[src/rtl/chip8_mem_pkg.sv]
// Shared types and constants for the CHIP-8 memory arbiter slice.
package chip8_mem_pkg;

  localparam int AW = 12;  // address width
  localparam int DW = 8;   // data width

  // Charset and reset area: writes below this address are rejected.
  localparam logic [AW-1:0] PROT_LIMIT_DEF = 12'h200;

  typedef enum logic {
    ID_CPU = 1'b0,
    ID_DMA = 1'b1
  } req_id_e;

  typedef enum logic [1:0] {
    ARB,
    LOCK_C,
    LOCK_D
  } arb_state_e;

endpackage

[src/rtl/mem_rr_pick.sv]
// 2-way round-robin picker. Bit 0 = CPU, bit 1 = DMA. One-hot (or zero) grant.
module mem_rr_pick
  import chip8_mem_pkg::*;
(
  input  logic    [1:0] req_i,
  input  req_id_e       last_i,   // requester granted most recently
  input  logic    [1:0] mask_i,   // requesters eligible this cycle
  output logic    [1:0] gnt_o
);

  logic [1:0] eff;
  assign eff = req_i & mask_i;

  // On contention, favour whichever requester was not granted last.
  always_comb begin
    gnt_o = '0;
    if (eff == 2'b11) gnt_o = (last_i == ID_CPU) ? 2'b10 : 2'b01;
    else              gnt_o = eff;
  end

endmodule

[src/rtl/mem_arbiter.sv]
// CPU / DMA arbiter in front of a single-port memory with 1-cycle read latency.
// Supports a bounded lock so a requester can stream bursts, and flags writes
// into the protected low area.
module mem_arbiter
  import chip8_mem_pkg::*;
#(
  parameter int unsigned   MAX_LOCK   = 16,
  parameter logic [AW-1:0] PROT_LIMIT = PROT_LIMIT_DEF
) (
  input  logic          clk,
  input  logic          reset,
  // CPU port
  input  logic          c_req,
  input  logic          c_write,
  input  logic          c_lock,
  input  logic [AW-1:0] c_addr,
  input  logic [DW-1:0] c_wdata,
  output logic          c_gnt,
  output logic          c_rvalid,
  output logic [DW-1:0] c_rdata,
  // DMA / loader port
  input  logic          d_req,
  input  logic          d_write,
  input  logic          d_lock,
  input  logic [AW-1:0] d_addr,
  input  logic [DW-1:0] d_wdata,
  output logic          d_gnt,
  output logic          d_rvalid,
  output logic [DW-1:0] d_rdata,
  // memory port A
  output logic          m_en,
  output logic          m_write,
  output logic [AW-1:0] m_addr,
  output logic [DW-1:0] m_wdata,
  input  logic [DW-1:0] m_rdata,
  output logic          prot_err
);

  arb_state_e    state_q, state_d;
  req_id_e       last_q, last_d;   // reset to DMA so CPU wins first contention
  req_id_e       rid_q;
  logic [7:0]    cnt_q, cnt_d;
  logic          rv_q, perr_q;

  logic [1:0]    req_v, mask, gnt_v;
  logic          gnt_any;
  req_id_e       gid;
  logic          g_write, g_lock;
  logic [AW-1:0] g_addr;
  logic [DW-1:0] g_wdata;
  logic          own_req, own_lock, own_gnt;

  assign req_v = {d_req, c_req};

  // While locked, only the lock owner is eligible.
  always_comb begin
    case (state_q)
      LOCK_C:  mask = 2'b01;
      LOCK_D:  mask = 2'b10;
      default: mask = 2'b11;
    endcase
  end

  mem_rr_pick u_pick (
    .req_i  (req_v),
    .last_i (last_q),
    .mask_i (mask),
    .gnt_o  (gnt_v)
  );

  assign c_gnt   = gnt_v[0];
  assign d_gnt   = gnt_v[1];
  assign gnt_any = |gnt_v;
  assign gid     = gnt_v[1] ? ID_DMA : ID_CPU;

  // Select the granted requester's access fields.
  always_comb begin
    if (gid == ID_DMA) begin
      g_write = d_write; g_lock = d_lock; g_addr = d_addr; g_wdata = d_wdata;
    end else begin
      g_write = c_write; g_lock = c_lock; g_addr = c_addr; g_wdata = c_wdata;
    end
  end

  // Memory bus is held at zero when idle so nothing toggles without a request.
  assign m_en    = gnt_any;
  assign m_write = gnt_any & g_write;
  assign m_addr  = gnt_any ? g_addr  : '0;
  assign m_wdata = gnt_any ? g_wdata : '0;

  // Read data comes straight from the memory; only rvalid says who owns it.
  assign c_rvalid = rv_q & (rid_q == ID_CPU);
  assign d_rvalid = rv_q & (rid_q == ID_DMA);
  assign c_rdata  = m_rdata;
  assign d_rdata  = m_rdata;
  assign prot_err = perr_q;

  assign own_req  = (state_q == LOCK_D) ? d_req    : c_req;
  assign own_lock = (state_q == LOCK_D) ? d_lock   : c_lock;
  assign own_gnt  = (state_q == LOCK_D) ? gnt_v[1] : gnt_v[0];

  // Next state: lock entry, lock counting, voluntary and forced release.
  always_comb begin
    state_d = state_q;
    cnt_d   = cnt_q;
    last_d  = gnt_any ? gid : last_q;
    case (state_q)
      ARB: begin
        // With MAX_LOCK of 1 the single locked grant is already the last one.
        if (gnt_any && g_lock && MAX_LOCK > 1) begin
          state_d = (gid == ID_CPU) ? LOCK_C : LOCK_D;
          cnt_d   = 8'd1;
        end
      end
      LOCK_C, LOCK_D: begin
        if (own_gnt ? (!own_lock || (32'(cnt_q) + 32'd1 >= MAX_LOCK))
                    : (!own_req && !own_lock)) begin
          state_d = ARB;
          cnt_d   = '0;
        end else if (own_gnt) begin
          cnt_d = cnt_q + 8'd1;
        end
      end
      default: begin
        state_d = ARB;
        cnt_d   = '0;
      end
    endcase
  end

  // Arbitration state, read-return pipeline and protection flag.
  always_ff @(posedge clk or posedge reset) begin
    if (reset) begin
      state_q <= ARB;
      last_q  <= ID_DMA;
      cnt_q   <= '0;
      rv_q    <= 1'b0;
      rid_q   <= ID_CPU;
      perr_q  <= 1'b0;
    end else begin
      state_q <= state_d;
      last_q  <= last_d;
      cnt_q   <= cnt_d;
      rv_q    <= gnt_any & ~g_write;
      rid_q   <= gid;
      perr_q  <= gnt_any & g_write & (g_addr < PROT_LIMIT);
    end
  end

endmodule

[config.mk]
export PLATFORM = sky130hd
export DESIGN_NAME = mem_arbiter
export DESIGN_NICKNAME = d
export VERILOG_FILES = /design/src/rtl/chip8_mem_pkg.sv /design/src/rtl/mem_rr_pick.sv /design/src/rtl/mem_arbiter.sv
export SDC_FILE = /design/constraint.sdc
export NUM_CORES = 1
export LEC_CHECK = 0
export BUFFER_PORTS_ARGS = -buffer_cell sky130_fd_sc_hd__buf_4
export CAP_MARGIN = 20
export CORE_UTILIZATION = 42
export DETAILED_ROUTE_END_ITERATION = 10
export PLACE_DENSITY = 0.86
export SYNTH_ARGS = -nofsm -noshare
export SYNTH_HDL_FRONTEND = slang
export SYNTH_HIERARCHICAL = 1
export SYNTH_SLANG_ARGS = --single-unit
[constraint.sdc]
create_clock -name clk -period 5.3 [get_ports clk]
set_input_delay 0.53 -clock clk [delete_from_list [all_inputs] [get_ports clk]]
set_output_delay 0.53 -clock clk [all_outputs]
set_load 0.01 [all_outputs]
Word-level counts from Yosys, hierarchy flattened. Index checks and enable logic that the tools add are counted.

Logic and storage cells: 56. Bits in registers: 14. Input bits: 56.

Magnitude comparators: 2. Muxes and demuxes: 22. Reduce and logical (&&, ||, !) cells: 10. Add/sub/neg operators: 2. Equality and inequality tests: 6. Bitwise gates (word level): 8.

Operators by type and width (count): 8-bit 2-to-1 mux (5); 12-bit 2-to-1 mux (2); 8-bit one-hot mux with 2 select lines (1); 12-bit by 10-bit < comparator with 1-bit output (second input constant) (1); 2-bit 2-to-1 mux (5); 8-bit by 1-bit adder with 9-bit output (second input constant) (1); 9-bit by 5-bit greater-or-equal comparator with 1-bit output (second input constant) (1); 8-bit by 1-bit adder with 8-bit output (second input constant) (1); 2-bit one-hot mux with 2 select lines (2); 1-bit 2-to-1 mux (7); 1-bit AND (5); 2-bit == test (second input constant) (2); 2-bit != test (second input constant) (2); 2-bit AND reduction (2); 2-bit OR reduction (2); 3-bit != test (second input constant) (1); 2-bit AND (1); 2-bit by 1-bit == test with 1-bit output (second input constant) (1); 1-bit logical AND (2); 1-bit zero test (2); 2-bit zero test (1); 1-bit inverter (2); 1-bit logical OR (1).

Depth between registers and ports, before layout.
Depth in word-level cells: 10. Gate-level depth with buffers: 12. Gate-level depth less buffers: 10.

Cells and area by module. The synthesis kept the hierarchy.

By module, submodules not included: mem_arbiter (cells each 129, area each 1176.1 µm², instances 1); mem_rr_pick (cells each 3, area each 20.0 µm², instances 1).

Worst setup path before layout. Ideal clock, no wire load.

Kind: register to output. Start: register state_q[1]. End: output port m_addr[10]. Path slack: 3.022 ns. Cell stages (with the launch flop): 9. Data arrival time: 1.748 ns. Path buffers: 2. Cell sequence: dfrtp_1 > inv_1 > ha_1 > inv_1 > nand2_1 > a31oi_1 > buf_2 > buf_1 > a22o_1.

Word-level cells in the longest chain between the ends: 8.

RTL lines: start, declared (line mem_arbiter.sv:39) `arb_state_e state_q, state_d;`; start signal, assigned (line mem_arbiter.sv:141) `state_q <= state_d;`; 2-bit == test / 2-bit by 1-bit == test with 1-bit output (equally long branches) (line mem_arbiter.sv:57) `case (state_q)`; 2-bit one-hot mux with 2 select lines (*) (line mem_arbiter.sv:57); named net mask[1] (line mem_arbiter.sv:45) `logic [1:0] req_v, mask, gnt_v;`; 2-bit AND (*) (line mem_rr_pick.sv:12) `assign eff = req_i & mask_i;`; 2-bit == test (line mem_rr_pick.sv:17) `if (eff == 2'b11) gnt_o = (last_i == ID_CPU) ? 2'b10 : 2'b01;`; 2-bit 2-to-1 mux (*) (line mem_rr_pick.sv:17); named net d_gnt (line mem_arbiter.sv:27) `output logic d_gnt,`; 1-bit 2-to-1 mux (line mem_arbiter.sv:74) `assign gid = gnt_v[1] ? ID_DMA : ID_CPU;`; 12-bit 2-to-1 mux (line mem_arbiter.sv:78) `if (gid == ID_DMA) begin`; 12-bit 2-to-1 mux (*) (line mem_arbiter.sv:88) `assign m_addr = gnt_any ? g_addr : '0;`; end, declared (line mem_arbiter.sv:33) `output logic [AW-1:0] m_addr,`.

Mark *: on every way through the listed nets, which the timed path passes. The rest lies on a longest branch.

Worst setup path in the final report.
Start: register state_q[0]. End: register state_q[1].

Word-level cells in the longest chain between the ends: 10.

RTL lines: 2-bit == test / 2-bit by 1-bit == test with 1-bit output (equally long branches) (line mem_arbiter.sv:57); 2-bit one-hot mux with 2 select lines (*) (line mem_arbiter.sv:57); named net mask[0] (line mem_arbiter.sv:45); 2-bit AND (*) (line mem_rr_pick.sv:12); 2-bit == test (line mem_rr_pick.sv:17); 2-bit 2-to-1 mux (*) (line mem_rr_pick.sv:17); 1-bit 2-to-1 mux (line mem_arbiter.sv:74); 1-bit 2-to-1 mux (line mem_arbiter.sv:78); 1-bit logical AND (line mem_arbiter.sv:110) `if (gnt_any && g_lock && MAX_LOCK > 1) begin`; 2-bit != test (no line); 2-bit AND reduction (no line).

Mark *: on every way through the listed nets, which the timed path passes. The rest lies on a longest branch. The select of a mux whose other input is x is not followed. A chain may end at the register's enable or synchronous reset.

==> flow_metrics.env <==
export IMPL_setup_ws_ps=2232
export IMPL_worstPathCellList="inv_1 -> ha_1 -> inv_1 -> a31oi_2 -> buf_8 -> inv_1 -> nand3_1 -> a32oi_1 -> o21ai_0 -> mux2i_1"
export IMPL_min_path_type="input pin to async pin"
export IMPL_slew_headroom=0.3482
export IMPL_status="completed"
export IMPL_peakVddDrop_mv=0.2153
export IMPL_yosys_cell_types_count=41
export IMPL_postCtsHoldBufs=0
export IMPL_period_needed_ps=3068
export IMPL_critPathTopFamily="compound AO/OA/AOI/OAI gates"
export IMPL_rows=18
export IMPL_grt_usage=0.2369
export IMPL_syn2layout_area_growth_pct=42.05
export IMPL_grt_pass1_vias=1189
export IMPL_maxCapViolCount=0
export IMPL_critPathKind="flop to flop"
export IMPL_whs_ps=265.7
export IMPL_initial_core_util=0.4618
export IMPL_cp_max_fo=21
export IMPL_finalHoldViolations=0
export IMPL_rr_worst_depth=10
export IMPL_final_util=0.6560
export IMPL_powerDensity_mw_per_mm2=401.4
export IMPL_pre_cts_ws_ps=2257
export IMPL_wl_mm=3.542
export IMPL_drive_gt1_frac=0.4444
export IMPL_core_area_mm2=0.002590
export IMPL_antenna_left=0
export IMPL_nets=253
export IMPL_grt_max_degree=22
export IMPL_port_buffers=74
export IMPL_grt_pass1_wl_mm=5.837
export IMPL_end_kind="flop"
export IMPL_netlist_instances=132
export IMPL_rsz0062_at_grt="no"
export IMPL_path_buf_inv=4
export IMPL_wl_per_cell_um=16.17
export IMPL_die_w_um=55.37
export IMPL_drv_slew=0
export IMPL_clk_latency_ps=290
export IMPL_worst_pin_slew_ps=977.7
export IMPL_vias=1189
export IMPL_yosys_register_bits=14
export IMPL_cts_tree="built"
export IMPL_period_share=0.5789
export IMPL_dpl_hpwl_mm=2.842
export IMPL_gp_congestion=0.7876
export IMPL_root_buffer="clkbuf_4"
export IMPL_cts_setup_buffers=0
export IMPL_diodes=0
export IMPL_tns_ps=0
export IMPL_cts_made_buffers=3
export IMPL_clock_skew_final_ps=7.933
export IMPL_synth_main_ff_cell="dfrtp_1"
export IMPL_gr_total_overflow=0
export IMPL_crit_path_start_kind="flop"
export IMPL_total_leakage_power_nw=0.9044
export IMPL_antenna_found_initial=0
export IMPL_syn_nets=195
export IMPL_crit_slowest_cell="a32oi_1"
export IMPL_cp_depth=10
export IMPL_startpoint="state_q[0]$_DFFE_PP0P_"
export IMPL_worst_ep_arrival_time_ps=3220
export IMPL_avgViaCountPerCell=5.429
export IMPL_fmax_mhz=325.9
export IMPL_syn_area_mm2=0.001196
export IMPL_cts_buffer_depth=2
export IMPL_async_flop_share=1.000
export IMPL_crit_required_ps=5460
export IMPL_htree_levels=1
export IMPL_critical_path_max_stage_delay_ps=810
export IMPL_timing_rr_start="state_q[0]$_DFFE_PP0P_"
export IMPL_die_y_um=55.37
export IMPL_final_common_cell="buf_4"
export IMPL_path_clk_slew_ps=90
export IMPL_cts_sinks=14
export IMPL_cts_resized=0
export IMPL_die_area_mm2=0.003065
export IMPL_drtIter0Drc=33
export IMPL_setup_viol=0
export IMPL_drc_errors=0
export IMPL_syn_area_per_cell_um2=9.062
export IMPL_first_pass_iters=4
export IMPL_cpMostUsedCell="inv_1"
export IMPL_synth_warnings=6
export IMPL_synth_edff_count=0
export IMPL_io_pins=99
export IMPL_seq_area_frac_synth=0.2939
export IMPL_final_cell_mix="buf_4, a22o_1, dfrtp_1, inv_1, nor2b_1"
[final cells by class]
type                    count  area [um^2]
well taps                  30        37.54
clock buffers               4        36.28
multi-input cells          85        654.4
fillers                   222        890.9
inverters                  10        37.54
repair buffers             76        581.8
flip-flops and latches     14        351.6
[report_power, final]
part,internal [W],leakage (nW),total (W),switching [W]
Sequential,0.000135,0.185,0.000161,0.0000260
Combinational,0.000217,0.699,0.000443,0.000226
Clock,0.0000419,0.0210,0.0000775,0.0000356
[metrics by stage]
step	std cells	instance area (um^2)	total power [W]
after floorplan	132	1196	0.0004443
final	219	1699	0.0006820
after CTS	219	1699	0.0006832
after global placement	213	1637	0.0005754
after global routing	219	1699	0.0007307
after detailed placement	215	1663	0.0006032
[synth_stat cells (all sizes together), types with 2 or more instances]
library cell,n,area (um^2)
a21o,3,22.52
a22o,22,192.7
a311oi,2,17.52
buf,20,147.6
clkbuf,3,11.26
dfrtp,13,325.3
ha,7,87.58
inv,10,37.54
mux2i,2,20.02
nand2,5,18.77
nand3,4,20.02
nor2,5,18.77
nor2b,9,56.30
nor4,2,12.51
o22ai,2,12.51
[worst paths after layout]
| path | slack (ps) | to |
|---|---|---|
| worst max register to register | 2230 | state_q[1]$_DFFE_PP0P_ |
| min in group clk | 440 | rv_q$_DFF_PP0_ |
| worst min register to register | 540 | last_q$_DFFE_PP1N_ |
| worst min-delay path | 270 | prot_err$_DFF_PP0_ |
| worst max-delay path | 2230 | state_q[1]$_DFFE_PP0P_ |
| max in group asynchronous | 4660 | last_q$_DFFE_PP1N_ |
[flip-flops by register name (all words and copies together) (netlist names)]
register / count
last_q: 1
prot_err: 1
rv_q: 1
state_q: 2
cnt_q: 8
rid_q: 1
[cell families (layout without fill, tap and decap cells)]
family | Yosys count | in the layout | share of synthesized area
simple gates | 32 | 32 | 0.1423
mux | 2 | 2 | 0.01674
buf+inv | 33 | 90 | 0.1642
flops | 14 | 14 | 0.2939
fa+ha+maj | 7 | 7 | 0.07322
compound gates | 44 | 44 | 0.3096
[per-layer routing]
metal	up-vias	GRT usage	wire, um	share of wire
met1	552	0.2872	1417	0.40
met2	34	0.4045	1839	0.52
met3	20	0.05386	192	0.054
li1	583	-	-	-
met5	-	0	0	0
met4	0	0.09286	93	0.026
Power figures use the tool's default switching activity.
